`config.mk`:
```
export PLATFORM = sky130hd
export DESIGN_NAME = audio_i2s_tx_ctrl
export DESIGN_NICKNAME = d
export VERILOG_FILES = /design/src/rtl/audio_pkg.sv /design/src/rtl/audio_clk_phase.sv /design/src/rtl/audio_i2s_tx_ctrl.sv
export SDC_FILE = /design/constraint.sdc
export NUM_CORES = 1
export LEC_CHECK = 0
export ABC_AREA = 0
export CAP_MARGIN = 20
export CORE_MARGIN = 2
export CORE_UTILIZATION = 35
export DETAILED_ROUTE_END_ITERATION = 16
export PLACE_DENSITY = 0.49
export SLEW_MARGIN = 10
export SYNTH_ARGS = -nofsm -noshare
export SYNTH_HDL_FRONTEND = slang
export SYNTH_SLANG_ARGS = --single-unit
```
`constraint.sdc`:
```
create_clock -name clk -period 2.9 [get_ports clk]
set_input_delay 0.58 -clock clk [delete_from_list [all_inputs] [get_ports clk]]
set_output_delay 0.58 -clock clk [all_outputs]
set_load 0.01 [all_outputs]
```
`src/rtl/audio_pkg.sv`:
```
// Shared types and frame geometry for the I2S transmit path.
// A frame is 64 sclk slots: 32 for the left word, 32 for the right word.
package audio_pkg;

  typedef enum logic [1:0] {
    ST_IDLE = 2'd0,
    ST_RUN  = 2'd1,
    ST_STOP = 2'd2
  } tx_state_t;

  localparam int SLOTS     = 64;
  localparam int SLOT_BITS = 32;
  localparam int SLOT_W    = $clog2(SLOTS);

  function automatic int frame_cycles(input int mclk_div, input int bclk_ratio);
    return mclk_div * bclk_ratio * SLOTS;
  endfunction

endpackage

```
`src/rtl/audio_clk_phase.sv`:
```
// Free-running frame counter and the mclk/sclk/lrclk levels derived from it.
// Outputs are registered from the next-state values so pins stay glitch-free.
module audio_clk_phase
  import audio_pkg::*;
#(
  parameter int MCLK_DIV   = 8,
  parameter int BCLK_RATIO = 4,
  parameter int CNT_W      = $clog2(MCLK_DIV * BCLK_RATIO * SLOTS)
) (
  input  logic             clk,
  input  logic             rst,
  input  logic             running,
  input  logic             go,
  output logic [CNT_W-1:0] cnt,
  output logic             mclk,
  output logic             sclk,
  output logic             lrclk,
  output logic             sclk_fall,
  output logic             frame0
);

  localparam int SCLK_DIV = MCLK_DIV * BCLK_RATIO;
  localparam int FRAME    = frame_cycles(MCLK_DIV, BCLK_RATIO);
  localparam int MPH_W    = $clog2(MCLK_DIV);
  localparam int SPH_W    = $clog2(SCLK_DIV);

  localparam logic [CNT_W-1:0] CNT_LAST = CNT_W'(FRAME - 1);
  localparam logic [MPH_W-1:0] MPH_LAST = MPH_W'(MCLK_DIV - 1);
  localparam logic [MPH_W-1:0] MPH_HALF = MPH_W'(MCLK_DIV / 2);
  localparam logic [SPH_W-1:0] SPH_LAST = SPH_W'(SCLK_DIV - 1);
  localparam logic [SPH_W-1:0] SPH_HALF = SPH_W'(SCLK_DIV / 2);

  logic [CNT_W-1:0]  cnt_reg, cnt_next;
  logic [MPH_W-1:0]  mph_reg, mph_next;
  logic [SPH_W-1:0]  sph_reg, sph_next;
  logic [SLOT_W-1:0] slot_reg, slot_next;
  logic              mclk_reg, sclk_reg, lrclk_reg;

  // Phase counters run in lockstep with the frame counter; entering a run
  // (or being idle) forces every phase back to zero.
  always_comb begin
    cnt_next  = '0;
    mph_next  = '0;
    sph_next  = '0;
    slot_next = '0;
    if (go && running) begin
      cnt_next  = (cnt_reg == CNT_LAST) ? '0 : cnt_reg + 1'b1;
      mph_next  = (mph_reg == MPH_LAST) ? '0 : mph_reg + 1'b1;
      sph_next  = (sph_reg == SPH_LAST) ? '0 : sph_reg + 1'b1;
      slot_next = (sph_reg == SPH_LAST) ? slot_reg + 1'b1 : slot_reg;
    end
  end

  assign sclk_fall = go && (sph_next == '0);
  assign frame0    = go && (cnt_next == '0);

  always_ff @(posedge clk) begin
    if (rst) begin
      cnt_reg   <= '0;
      mph_reg   <= '0;
      sph_reg   <= '0;
      slot_reg  <= '0;
      mclk_reg  <= 1'b0;
      sclk_reg  <= 1'b0;
      lrclk_reg <= 1'b0;
    end else begin
      cnt_reg   <= cnt_next;
      mph_reg   <= mph_next;
      sph_reg   <= sph_next;
      slot_reg  <= slot_next;
      mclk_reg  <= go && (mph_next >= MPH_HALF);
      sclk_reg  <= go && (sph_next >= SPH_HALF);
      lrclk_reg <= go && slot_next[SLOT_W-1];
    end
  end

  assign cnt   = cnt_reg;
  assign mclk  = mclk_reg;
  assign sclk  = sclk_reg;
  assign lrclk = lrclk_reg;

endmodule

```
`src/rtl/audio_i2s_tx_ctrl.sv`:
```
// I2S transmitter: one-deep stereo holding register feeding a 64-slot frame
// shifter, with IDLE/RUN/STOP control that only stops on frame boundaries.
module audio_i2s_tx_ctrl
  import audio_pkg::*;
#(
  parameter int MCLK_DIV   = 8,
  parameter int BCLK_RATIO = 4,
  parameter int SAMPLE_W   = 24
) (
  input  logic                clk,
  input  logic                rst,
  input  logic                enable,
  input  logic                s_valid,
  output logic                s_ready,
  input  logic [SAMPLE_W-1:0] s_left,
  input  logic [SAMPLE_W-1:0] s_right,
  output logic                mclk,
  output logic                sclk,
  output logic                lrclk,
  output logic                sdata,
  output logic                frame_start,
  output logic                underrun
);

  localparam int FRAME = frame_cycles(MCLK_DIV, BCLK_RATIO);
  localparam int CNT_W = $clog2(FRAME);
  localparam logic [CNT_W-1:0] CNT_LAST = CNT_W'(FRAME - 1);

  tx_state_t state_reg, state_next;

  logic [CNT_W-1:0]    cnt;
  logic                running, go, sclk_fall, frame0, last_cycle;
  logic                hold_full_reg;
  logic [SAMPLE_W-1:0] hold_left_reg, hold_right_reg;
  logic [SLOTS-1:0]    shift_reg;
  logic                sdata_reg, frame_start_reg, underrun_reg;
  logic [SAMPLE_W-1:0] ld_left, ld_right;
  logic                ld_valid;
  logic [SLOTS:0]      frame_word;

  audio_clk_phase #(
    .MCLK_DIV   (MCLK_DIV),
    .BCLK_RATIO (BCLK_RATIO),
    .CNT_W      (CNT_W)
  ) u_phase (
    .clk       (clk),
    .rst       (rst),
    .running   (running),
    .go        (go),
    .cnt       (cnt),
    .mclk      (mclk),
    .sclk      (sclk),
    .lrclk     (lrclk),
    .sclk_fall (sclk_fall),
    .frame0    (frame0)
  );

  assign last_cycle = (cnt == CNT_LAST);

  // Dropping enable on the very last cycle of a frame goes straight to IDLE,
  // so STOP never spans a frame that was never loaded.
  always_comb begin
    state_next = state_reg;
    case (state_reg)
      ST_IDLE: if (enable) state_next = ST_RUN;
      ST_RUN:  if (!enable) state_next = last_cycle ? ST_IDLE : ST_STOP;
      ST_STOP: begin
        if (enable)          state_next = ST_RUN;
        else if (last_cycle) state_next = ST_IDLE;
      end
      default: state_next = ST_IDLE;
    endcase
  end

  assign running = (state_reg != ST_IDLE);
  assign go      = (state_next != ST_IDLE);

  // Load source: held sample first, else a sample handshaking on this edge.
  always_comb begin
    ld_left  = '0;
    ld_right = '0;
    ld_valid = 1'b0;
    if (hold_full_reg) begin
      ld_left  = hold_left_reg;
      ld_right = hold_right_reg;
      ld_valid = 1'b1;
    end else if (s_valid) begin
      ld_left  = s_left;
      ld_right = s_right;
      ld_valid = 1'b1;
    end
  end

  // Slot g of the frame sits at bit SLOTS-g; each word starts one slot after
  // its lrclk edge. The extra bit 0 is a word spilling past slot 63, dropped.
  for (genvar gi = 0; gi <= SLOTS; gi++) begin : g_slot
    if (gi >= 1 && gi <= SAMPLE_W) begin : g_left
      assign frame_word[SLOTS-gi] = ld_left[SAMPLE_W-gi];
    end else if (gi >= SLOT_BITS + 1 && gi <= SLOT_BITS + SAMPLE_W) begin : g_right
      assign frame_word[SLOTS-gi] = ld_right[SAMPLE_W-(gi-SLOT_BITS)];
    end else begin : g_zero
      assign frame_word[SLOTS-gi] = 1'b0;
    end
  end

  always_ff @(posedge clk) begin
    if (rst) begin
      state_reg       <= ST_IDLE;
      hold_full_reg   <= 1'b0;
      hold_left_reg   <= '0;
      hold_right_reg  <= '0;
      shift_reg       <= '0;
      sdata_reg       <= 1'b0;
      frame_start_reg <= 1'b0;
      underrun_reg    <= 1'b0;
    end else begin
      state_reg       <= state_next;
      frame_start_reg <= 1'b0;
      underrun_reg    <= 1'b0;

      if (frame0) begin
        frame_start_reg <= 1'b1;
        underrun_reg    <= !ld_valid;
        hold_full_reg   <= 1'b0;
      end else if (s_valid && !hold_full_reg) begin
        hold_full_reg  <= 1'b1;
        hold_left_reg  <= s_left;
        hold_right_reg <= s_right;
      end

      if (!go) begin
        sdata_reg <= 1'b0;
        shift_reg <= '0;
      end else if (frame0) begin
        sdata_reg <= frame_word[SLOTS];
        shift_reg <= frame_word[SLOTS-1:0];
      end else if (sclk_fall) begin
        sdata_reg <= shift_reg[SLOTS-1];
        shift_reg <= {shift_reg[SLOTS-2:0], 1'b0};
      end
    end
  end

  assign s_ready     = !hold_full_reg;
  assign sdata       = sdata_reg;
  assign frame_start = frame_start_reg;
  assign underrun    = underrun_reg;

endmodule
```
======== Yosys cells after proc, flatten, opt, wreduce, memory -nomap -nowiden ========
Index checks and enable logic that the tools add are counted.
word-level totals
  bits in registers ....................... 138
  input port bits ......................... 52
  output and inout bits ................... 7
  logic and storage cells ................. 75
operators by class
  $add $sub $neg .......................... 4
  order comparisons ....................... 2
  equal/unequal tests ..................... 5
  muxes and demuxes ....................... 23
  bitwise operators ....................... 3
  reductions and logical operators ........ 21
operator list
  operator               count
  $mux 64                2
  $mux 24                4
  $mux 11                2
  $mux 6                 2
  $add 11x1->11 const B  1
  $eq 11x11->1 const B   1
  $logic_not 11->1       1
  $mux 2                 5
  $mux 5                 2
  $reduce_or 2->1        4
  $logic_and 1x1->1      7
  $add 6x1->6 const B    1
  $mux 3                 2
  $pmux 2 s3             1
  $reduce_bool 2->1      3
  $add 5x1->5 const B    1
  $eq 5x5->1 const B     1
  $ge 5x5->1 const B     1
  $logic_not 5->1        1
  $add 3x1->3 const B    1
  $eq 3x3->1 const B     1
  $ge 3x3->1 const B     1
  $mux 1                 3
  $not 1->1              3
  6 further kinds        7

======== Depth between registers and ports, before layout ========
Gate-level depths: netlist (run 1).
  depth in word-level cells ............... 11
  gate-level depth with buffers ........... 12
  mapped depth without buffers ............ 8

======== Hierarchy ========
From an unflattened synthesis (run 1), not the netlist that was laid out.
unflattened totals
  cells, all modules ...................... 781
  area total of the unflattened synthesis .. 6640.1 µm²
modules (own cells, without submodules)
  module             times used  cells each  area each (µm²)  seq. area each (µm²)
  audio_i2s_tx_ctrl  1           647         5403.9           2202.1
  audio_clk_phase    1           134         1236.2           560.5

======== Least setup slack after synthesis (run 1) ========
No wires, ideal clock.
  path type ............................... register -> register
  start point ............................. reg u_phase.sph_reg[0]
  end point ............................... reg shift_reg[44]
  setup time .............................. 137 ps
  arrival time ............................ 2271 ps
  data required time ...................... 2763 ps
  path slack .............................. 491 ps
  cell stages (with the launch flop) ...... 13
  path buffers ............................ 4
  period minus slack after synthesis ...... 2409 ps
  cells stage by stage .................... dfxtp_1 -> ha_1 -> and3_1 -> ha_1 -> clkbuf_1 -> a31oi_1 -> o21ai_0 -> and2_1 -> clkbuf_1 -> buf_4 -> buf_2 -> mux2i_1 -> a211oi_1
between the ends
  word-level cells in the longest chain between the ends .. 6
  elaborated cells on any way between the ends .. 7
  those cells by class .................... add/sub: 1; eq/ne: 1; mux: 2; reduce/logical: 3
RTL lines
  item                                       RTL line                  text
  from (decl)                                audio_clk_phase.sv:35     logic [SPH_W-1:0] sph_reg, sph_next;
  from (signal assigned)                     audio_clk_phase.sv:69     sph_reg <= sph_next;
  $add 5x1->5 or $eq 5x5->1 (tied branches)  audio_clk_phase.sv:49     sph_next = (sph_reg == SPH_LAST) ? '0 : sph_reg + 1'b1;
  $mux 5 (*)                                 audio_clk_phase.sv:49
  $mux 5 (*)                                 audio_clk_phase.sv:46     if (go && running) begin
  $logic_not 5->1 (*)                        audio_clk_phase.sv:54     assign sclk_fall = go && (sph_next == '0);
  $logic_and 1x1->1 (*)                      audio_clk_phase.sv:54
  $reduce_bool 2->1 (no line) (*)            n/a
  to (signal assigned)                       audio_i2s_tx_ctrl.sv:136  shift_reg <= frame_word[SLOTS-1:0];
  to (signal assigned)                       audio_i2s_tx_ctrl.sv:139  shift_reg <= {shift_reg[SLOTS-2:0], 1'b0};
  to (decl)                                  audio_i2s_tx_ctrl.sv:35   logic [SLOTS-1:0] shift_reg;
Every way passes the cells marked *; elsewhere a longest branch is shown, timed or not.
A chain may end at the register's enable or synchronous reset.

======== Worst setup path in the final report (run 1) ========
  start point ............................. reg u_phase.cnt_reg[1] (netlist: u_phase.cnt[1])
  end point ............................... reg hold_left_reg[15]
between the ends
  word-level cells in the longest chain between the ends .. 11
  elaborated cells on any way between the ends .. 15
  those cells by class .................... add/sub: 1; eq/ne: 1; mux: 7; bitwise: 1; reduce/logical: 5
RTL lines
  item                              RTL line                                          text
  from (decl)                       audio_clk_phase.sv:33                             logic [CNT_W-1:0] cnt_reg, cnt_next;
  from (signal assigned)            audio_clk_phase.sv:67                             cnt_reg <= cnt_next;
  $eq 11x11->1                      audio_clk_phase.sv:47, audio_i2s_tx_ctrl.sv:58
  $mux 2, on equally long branches  audio_i2s_tx_ctrl.sv:69, audio_i2s_tx_ctrl.sv:66
  $mux 2, on equally long branches  audio_i2s_tx_ctrl.sv:68, audio_i2s_tx_ctrl.sv:66
  $pmux 2 s3                        audio_i2s_tx_ctrl.sv:64                           case (state_reg)
  $reduce_bool 2->1                 audio_i2s_tx_ctrl.sv:76                           assign go = (state_next != ST_IDLE);
  $logic_and 1x1->1                 audio_clk_phase.sv:46
  $mux 11                           audio_clk_phase.sv:46
  $logic_not 11->1                  audio_clk_phase.sv:55                             assign frame0 = go && (cnt_next == '0);
  $logic_and 1x1->1 (*)             audio_clk_phase.sv:55
  $not 1->1 (no line) (*)           n/a
  $reduce_and 2->1 (no line) (*)    n/a
  to (signal assigned)              audio_i2s_tx_ctrl.sv:127                          hold_left_reg <= s_left;
  to (decl)                         audio_i2s_tx_ctrl.sv:34                           logic [SAMPLE_W-1:0] hold_left_reg, hold_right_reg;
Marked as above.

==> metrics.yaml, run 1 <==
cp.required_ps: 3180
place_inst: 885
cp_cell_sequence: "ha_1, nand2_1, nor2_1, or4_1, a221oi_2, nor2_1, o21a_4, mux2i_1"
drtAntennaViolNets: 0
synth_fp_nets: 693
slowest_stage: "or4_1"
vias_per_cell: 5.20
ys_types: 44
grt_usage_pct: 14.9
diodes: 0
cts_sinks: 138
arrival_ps: 2910
min-delay-start: "u_phase.mph_reg[0]$_SDFF_PP0_"
reg2reg_to: "hold_left_reg[15]$_SDFFE_PP0P_"
cts.reportedPaths.clkPinSlew_ps: 60
setup_viol: 0
critPathKind: "reg -> reg"
placed_area_sq_mm: 0.00717
rsz0062_at_grt: "no"
min_path_type: "reg -> reg"
whs_path_depth: 1
end_kind: "flop"
stdcell_count: 918
syn_area_sq_mm: 0.00632
design_area_sq_mm: 0.00786
synthArstFlopShare_pct: 0
yosysWarningCount: 0
die_area_sq_mm: 0.0191
dieHeight_um: 138
cts_tree: "done"
rrSetupSlack_ps: 270
min_period_ps: 2630
r2r-start: "u_phase.cnt[1]$_SDFF_PP0_"
worstSetupStartpointType: "flop"
port_buffers: 58
critPathBufInv: 0
io_pins: 59
dp_hpwl_mm: 8.68
final_nets: 734
dr.pass1.iters: 4
ys.flop_type: "dfxtp_1"
worst_path_most_repeated_cell: "nor2_1"
pre_cts_ws_ps: -48.2
synth_edf_count: 0
crit_family: "compound AO/OA/AOI/OAI gates"
maxCapViolations: 0
cts_max_level: 4
initial_core_util_pct: 35.4
drcViolationCount: 0
min_to: "u_phase.mph_reg[0]$_SDFF_PP0_"
largest_reg_flops: 56
nFillCells: 1661
hold_viol: 0
slew_viol_final: 0
setup_tns_ps: 0
area_growth_pct: 24.4
finalPower_mw: 5.18
fin_ws_ps: 269
fp.dieW_um: 138
crit_fanout: 24
vias: 4774
cts_inserted_buffers: 17
drt-initial-drc-count: 222
layout-drive-gt1-share_pct: 9.58
grt_pass1_wl_mm: 23.3
peakVddDrop_mv: 0.448
overflow: 0
wire_per_inst_um: 15.6
insertion_delay_ps: 420
fin_util_pct: 44.1
clk_path_buf_depth: 2
yosysSeqAreaShare_pct: 43.7
synth_seq_cells: 138
hold_buffers: 0
status: "finished clean"
reg2reg_depth: 8
grt_start_max_net_pins: 55
synthCells: 635
clock_skew_ps: 10.8
maxSlewHeadroom_pct: 57.6
gp_congestion: 0.772
core_sq_mm: 0.0178
fmax_mhz: 380
wirelength_mm: 14.4
post_synth.cell_area_avg_sq_um: 9.95
critical_path.max_stage_delay_ps: 430
worstMarginPinSlew_ps: 634
power_density_mw_per_mm2: 658
grt_pass1_vias: 4744
leakage_nw: 2.90
whs_ps: 429
fin_crit_sh_pct: 90.7
antenna_found_initial: 0
cts_root_buffer: "clkbuf_16"
rows: 49
[synthesized netlist by cell type (7+ instances only)]
cell | number | area, sq um
nor3_1 | 12 | 60.1
nor2_1 | 40 | 150
xnor2_1 | 12 | 105
nand2_1 | 15 | 56.3
clkbuf_1 | 41 | 154
xor2_1 | 7 | 61.3
a221oi_1 | 47 | 412
nand2b_1 | 97 | 607
mux2i_1 | 105 | 1050
and3_1 | 7 | 43.8
a211oi_1 | 47 | 353
dfxtp_1 | 138 | 2760
buf_2 | 11 | 55.1
[kinds of logic (layout without fill, tap and decap cells)]
logic type	after synthesis	count (layout)	share of synthesized area [%]
simple gates	194	194	17.2
compound gates	113	114	14.5
fa+ha+maj	6	6	1.19
buf+inv	60	113	4.20
flops	138	138	43.7
mux	105	105	16.6
xor+xnor	19	19	2.63
[report_power, final]
group	total, mW	switching [mW]	internal (mW)
sequential	2.07	0.0637	2.00
combinational	0.646	0.334	0.312
clock	2.46	0.821	1.64
total	5.18	1.22	3.96
[layer usage]
metal  vias up  global-route usage (%)  share of wire [%]  routed length, um
met5         -                       0                  0                  0
li1       2389                       -                  -                  -
met2        71                    23.8                 46               6570
met3        12                    4.68                4.0                575
met4         0                    4.35                1.0                145
met1      2302                    19.3                 49               7070
[worst max-delay path by stage]
stage	end	cells after the start	slack, ps	start
finish	hold_left_reg[15]$_SDFFE_PP0P_	8	270	u_phase.cnt[1]$_SDFF_PP0_
CTS	hold_left_reg[2]$_SDFFE_PP0P_	8	130	u_phase.cnt[1]$_SDFF_PP0_
global placement	hold_right_reg[22]$_SDFFE_PP0P_	7	30	enable
global route	hold_left_reg[6]$_SDFFE_PP0P_	8	30	u_phase.cnt[1]$_SDFF_PP0_
detailed placement	hold_left_reg[8]$_SDFFE_PP0P_	7	-50	enable
floorplan	shift_reg[44]$_SDFFE_PP0P_	12	490	u_phase.sph_reg[0]$_SDFF_PP0_
[placed cells by master (no fill, tap or decap), types with 2 or more instances in the layout]
cell type	netlist	routed
clkbuf_16	0	17
xnor2_1	12	12
a31oi_1	2	2
a221oi_1	47	47
nand4_1	4	4
nand2b_1	97	96
xor2_1	7	7
a31o_2	2	2
nor4_1	3	3
mux2i_1	105	105
clkbuf_8	0	5
o21a_4	0	2
o21ai_0	3	3
bufinv_16	0	5
ha_1	6	6
nand3_1	5	5
clkinvlp_4	0	3
o21bai_1	2	2
buf_4	1	14
nor3_1	12	12
buf_12	0	5
dfxtp_1	138	137
and3_1	7	7
nor2_1	40	40
clkdlybuf4s50_1	0	57
inv_1	4	4
a211oi_1	47	47
nand2_1	15	15
[repair_timing]
action                                 in CTS  in global routing
endpoints found under the hold margin       0                  0
setup buffers                               0                  0
setup endpoints to repair                   0                 48
gates resized for setup                     0                  1
[area by class of cell]
cell class	count	area [sq um]	area share (%)
multi-input combinational	438	3330	42.4
timing repair buffer	77	781	9.93
sequential	138	2760	35.2
tap	229	287	3.64
clock inverter	10	186	2.37
clock buffer	22	494	6.29
inverter	4	15.0	0.191
Note: power is estimated with default switching activity, not from simulation.
==> inputs of run 2 (changes only) <==
--- a/config.mk
+++ b/config.mk
@@ -5,7 +5,6 @@
 export SDC_FILE = /design/constraint.sdc
 export NUM_CORES = 1
 export LEC_CHECK = 0
-export ABC_AREA = 0
 export CAP_MARGIN = 20
 export CORE_MARGIN = 2
 export CORE_UTILIZATION = 35
==> results of run 2 <==
Same layout as run 1: the final DEF is identical, and so are final timing and power.
==> inputs of run 3 (changes only) <==
--- a/config.mk
+++ b/config.mk
@@ -7,9 +7,9 @@
 export LEC_CHECK = 0
 export CAP_MARGIN = 20
 export CORE_MARGIN = 2
-export CORE_UTILIZATION = 35
+export CORE_UTILIZATION = 40
 export DETAILED_ROUTE_END_ITERATION = 16
-export PLACE_DENSITY = 0.49
+export PLACE_DENSITY = 0.57
 export SLEW_MARGIN = 10
 export SYNTH_ARGS = -nofsm -noshare
 export SYNTH_HDL_FRONTEND = slang
==> constraint.sdc (replaced) <==
create_clock -name clk -period 2.3 [get_ports clk]
set_input_delay 0.46 -clock clk [delete_from_list [all_inputs] [get_ports clk]]
set_output_delay 0.46 -clock clk [all_outputs]
set_load 0.01 [all_outputs]
==> run 3 against run 2 <==
Net effect:
- die area shrank 12%
- critical path depth grew 2
- utilization grew 9.8 points
- hold slack gained 3.7 ps
- sequential share of layout area shrank 1.6 points
- via count grew 2.8%
- register-to-register slack lost 260 ps
- sequential power grew 26%
- sequential cell count is the same
- critical path type unchanged
- highest routed layer unchanged
==> metrics.yaml, run 3 (same netlist as run 1, synthesis figures left out) <==
nFillCells: 1390
slowest_stage: "or4_4"
maxCapViolations: 0
dr.pass1.iters: 4
cts_sinks: 138
largest_reg_flops: 56
end_kind: "flop"
dp_hpwl_mm: 9.13
crit_fanout: 23
hold_viol: 0
critPathKind: "reg -> reg"
wire_per_inst_um: 15.7
switching_share_pct: 24.8
wirelength_mm: 14.6
cts_tree: "done"
final_nets: 761
cp_cell_sequence: "ha_4, nand2_4, nor2_2, or4_4, a221oi_2, buf_4, o22ai_4, buf_6, a221oi_1, a211oi_1"
vias: 4907
final_common_cell: "dfxtp_1"
arrival_ps: 2570
die_area_sq_mm: 0.0168
area_growth_pct: 30.6
fp.dieW_um: 130
cp.required_ps: 2580
grt_usage_pct: 17.4
leakage_nw: 3.10
grt_pass1_wl_mm: 23.4
worstSetupStartpointType: "flop"
cts_max_level: 4
diodes: 0
seq_area_sq_mm: 0.00277
combPwrFrac_pct: 15.3
grt_start_max_net_pins: 49
grt_pass1_vias: 4853
gp_congestion: 0.809
drcViolationCount: 0
core_sq_mm: 0.0153
multi_input_area_sq_mm: 0.00352
setup_viol: 0
fin_crit_sh_pct: 99.8
drtAntennaViolNets: 0
design_area_sq_mm: 0.00825
mostFrequentLayoutCells: "dfxtp_1, mux2i_1, nand2b_1, clkdlybuf4s50_1, a211oi_1"
p_seq_share_pct: 41.9
p_int_mw: 4.68
cts_root_buffer: "clkbuf_16"
layout-drive-gt1-share_pct: 17.6
hold_buffers: 0
drt-initial-drc-count: 228
insertion_delay_ps: 410
slew_viol_final: 0
stdcell_count: 927
overflow: 0
critPathBufInv: 2
vias_per_cell: 5.29
place_inst: 885
whs_path_depth: 1
reg2reg_depth: 10
worstMarginPinSlew_ps: 459
crit_cells: 10
peakVddDrop_mv: 0.543
rows: 45
port_buffers: 58
maxSlewHeadroom_pct: 69.4
crit_family: "compound AO/OA/AOI/OAI gates"
io_pins: 59
initial_core_util_pct: 41.3
power_density_mw_per_mm2: 754
critical_path.max_stage_delay_ps: 470
p_switching_mw: 1.54
placed_area_sq_mm: 0.00732
status: "finished clean"
antenna_found_initial: 0
p_clk_share_pct: 42.8
cts_inserted_buffers: 17
clk_path_buf_depth: 2
rsz0062_at_grt: "yes"
fmax_mhz: 436
min_period_ps: 2300
clock_skew_ps: 7.37
fin_util_pct: 53.9
dieHeight_um: 130
min_path_type: "reg -> reg"
cts.reportedPaths.clkPinSlew_ps: 50
==> run 3: cell count changes in the layout (fill, tap and decap cells not counted), sizes merged <==
cell	before	now
clkbuf	22	27
clkinv	2	5
bufinv	5	2
clkinvlp	3	1
buf	20	45
o21a	2	1
==> run 3: cell type report <==
type,instances,area share (%)
multi-input combinational,437,42.7
sequential,138,33.6
timing repair buffer,105,13.4
clock buffer,24,5.84
tap,211,3.20
clock inverter,8,1.12
inverter,4,0.182
==> run 3: routing by layer <==
metal  vias up  global-route usage (%)  part of all wire [%]
li1       2450                       -                     -
met1      2382                    22.8                    49
met2        61                    28.1                    47
met3        14                    5.00                   3.3
met4         0                    5.00                  0.94
met5         -                       0                     0
==> run 3: what timing repair did <==
action / in CTS / in global routing
setup endpoints to repair: 79 / 105
gates resized for setup: 3 / 44
cloned: 0 / 5
buffers inserted: 1 / 4
pin swaps: 1 / 6
endpoints found under the hold margin: 0 / 0
==> run 3: per-stage QoR <==
step	worst slack [ps]	power [mW]	hold slack (ps)	setup TNS (ps)
floorplan	11.0	3.18	404	0
global placement	-87.1	3.47	412	-3580
detailed placement	-153	3.49	428	-8950
CTS	0.915	6.18	423	0
global route	-110	6.49	468	-6100
finish	4.63	6.22	432	0
==> run 3: final timing paths <==
path	start	end	slack [ps]
max reg2reg	u_phase.cnt[0]$_SDFF_PP0_	shift_reg[42]$_SDFFE_PP0P_	5
min	u_phase.mph_reg[0]$_SDFF_PP0_	u_phase.mph_reg[0]$_SDFF_PP0_	430
max	u_phase.cnt[0]$_SDFF_PP0_	shift_reg[42]$_SDFFE_PP0P_	5
min reg2reg	u_phase.mph_reg[0]$_SDFF_PP0_	u_phase.mph_reg[0]$_SDFF_PP0_	430
==> run 3: power by group through the flow <==
stage          combinational, mW  sequential [mW]  clock (mW)
2_1_floorplan              0.547             2.63           0
5_1_grt                     1.03             2.62        2.83
6_report                   0.954             2.61        2.66
3_5_place_dp               0.847             2.65           0
4_1_cts                    0.856             2.60        2.73
3_3_place_gp               0.829             2.64           0
==> RTL edit (config.mk and constraints of run 1) <==
Re-encode `tx_state_t` (3 states) as one-hot, 3 bits wide.
--- a/src/rtl/audio_pkg.sv
+++ b/src/rtl/audio_pkg.sv
@@ -4,6 +4,6 @@
 
-  typedef enum logic [1:0] {
-    ST_IDLE = 2'd0,
-    ST_RUN  = 2'd1,
-    ST_STOP = 2'd2
+  typedef enum logic [2:0] {
+    ST_IDLE = 3'b001,
+    ST_RUN  = 3'b010,
+    ST_STOP = 3'b100
   } tx_state_t;
Formal check against the unedited RTL: same outputs for any inputs over 10 cycles, from zero or initial values and one cycle with rst high; not proved beyond that.
==> RTL edit against run 1 <==
  * Sequential cell count increased by 1
  * Via count up 4.6%
  * Global-route usage grew 0.80 points
  * Total power fell by 1.3%
  * Area after synthesis grew 3.8%
  * Wire length is 3.6% higher
  * Setup slack got worse by 0.16 ns
  * Largest power group unchanged
  * Combinational power up 13%
  * Fmax decreased by 5.8%
  * Critical endpoint is now shift_reg[27]
  * Design area rose by 3.5%
  * Worst hold slack lost 0.00072 ns
==> RTL edit: results (changes against run 1) <==
status: "finished clean"
nNetsFinal: 767  # +4.5%
p_leak_nw: 3.157  # +9.0%
synth_fp_nets: 717  # +3.5%
fin_worst_skew_ns: 0.006822  # -0.003941 ns
cts_root_buf: "clkbuf_16"
critPathMaxStageDelay_ns: 0.45  # +0.02 ns
drive_gt1_frac: 0.1676  # +0.07180
grt_pass1_wl_um: 25140  # +7.8%
r2r_end: "shift_reg[27]"
gp_congestion: 0.8549  # +11%
syn-instance-count: 659  # +3.8%
peakVddDrop_v: 0.0004055  # -9.4%
dpl.hpwl_um: 9788  # +13%
yosysSeqAreaShare: 0.4242  # -0.01296
timing.final.crit_period_ns: 2.793  # +0.1624 ns
ctsHtreeMaxLevel: 4  # unchanged
routedWlPerCell_um: 15.56  # -0.50%
hold_ws_ns: 0.4280  # -0.0007180 ns
slowest_stage: "or3_4"
antennaDiodeCount: 0  # unchanged
via_per_inst: 5.224  # +0.45%
grt_pass1_vias: 4986  # +5.1%
ff2ff_path_depth: 10  # +2
cts_made_buffers: 17  # unchanged
synth_area_leaders: "dfxtp_1 42%, mux2i_1 16%, a211oi_1 7.1%"
synth_cell_type_count: 48  # +9.1%
final_cells: 956  # +4.1%
synth_top_cells_by_count: "139 x dfxtp_1, 106 x mux2i_1, 86 x nor2_1"
grt_max_degree: 58  # +5.5%
drt_iter0_markers: 252  # +14%
r2r_slack_ns: 0.11  # -0.16 ns
arrival_ns: 3.08  # +0.17 ns
cp_max_fo: 47  # +96%
place_inst: 924  # +4.4%
track_usage: 0.1567  # +0.008012
grt_antenna_before_repair: 1  # +1
slew_headroom: 0.5743  # -0.001824
-- RTL edit: changes by cell type after synthesis, moves of 8 or more --
cell	before	now
and3_1	7	54
a211oi_1	47	62
clkbuf_1	41	33
nand2b_1	97	2
a221oi_1	47	1
nor2_1	40	86
a211oi_2	0	35
-- RTL edit: cell type report --
type	count	area (um2)
multi-input combinational	457	3502
clock inverter	10	162.7
sequential	139	2786
inverter	1	3.754
tap	234	292.8
fill	1777	10380
timing repair buffer	93	913.4
clock buffer	22	474.2
-- RTL edit: per-stage QoR --
step / instance area, um2 / power [mW] / TNS, ns
after global placement: 7460 / 2.811 / -9.216
final: 8135 / 5.111 / 0
after global routing: 8135 / 5.341 / -0.1490
after floorplan: 6560 / 2.600 / 0
after CTS: 8103 / 5.189 / 0
after detailed placement: 7460 / 2.825 / -10.53
-- RTL edit: worst min-delay path by stage --
| stage | startpoint | endpoint | depth (start not counted) |
|---|---|---|---|
| floorplan | u_phase.mph_reg[0] | u_phase.mph_reg[0] | 1 |
| global placement | u_phase.mph_reg[0] | u_phase.mph_reg[0] | 1 |
| detailed placement | u_phase.mph_reg[0] | u_phase.mph_reg[0] | 1 |
| CTS | u_phase.mph_reg[0] | u_phase.mph_reg[0] | 1 |
| global route | u_phase.mph_reg[0] | u_phase.mph_reg[0] | 1 |
| finish | u_phase.mph_reg[0] | u_phase.mph_reg[0] | 1 |
-- RTL edit: kinds of logic (layout without fill, tap and decap cells) --
kind of cell / after synthesis / count (layout) / synth area share
simple gates: 204 / 204 / 0.1612
buf+inv: 63 / 126 / 0.05150
flops: 139 / 139 / 0.4242
fa+ha+maj: 6 / 6 / 0.01144
compound gates: 124 / 124 / 0.1673
mux: 106 / 106 / 0.1617
xor+xnor: 17 / 17 / 0.02270
-- RTL edit: power breakdown --
part           switching (mW)  internal [mW]
combinational           0.387          0.340
sequential             0.0504           2.00
clock                   0.821           1.51
total                    1.26           3.85
-- RTL edit: layer usage --
layer  track usage  part of all wire  vias up
met5             0           0.00087        -
met4       0.04053            0.0095        2
li1              -                 -     2519
met1        0.2062              0.48     2391
met2        0.2516              0.47       66
met3       0.04789             0.040       16
-- RTL edit: critical path, delay by kind of cell (launching register included) --
family / cells / cell delay (ns)
AOI/OAI and AO/OA: 3 / 0.75
adders and majority gates: 1 / 0.16
buffers and inverters: 2 / 0.34
DFF: 1 / 0.35
and+or+nand+nor: 4 / 1.04
-- RTL edit: what timing repair did --
| item | 4_1_cts | 5_1_grt |
|---|---|---|
| pin swaps | 0 | 0 |
| resized for setup | 1 | 8 |
| setup endpoints to repair | 13 | 77 |
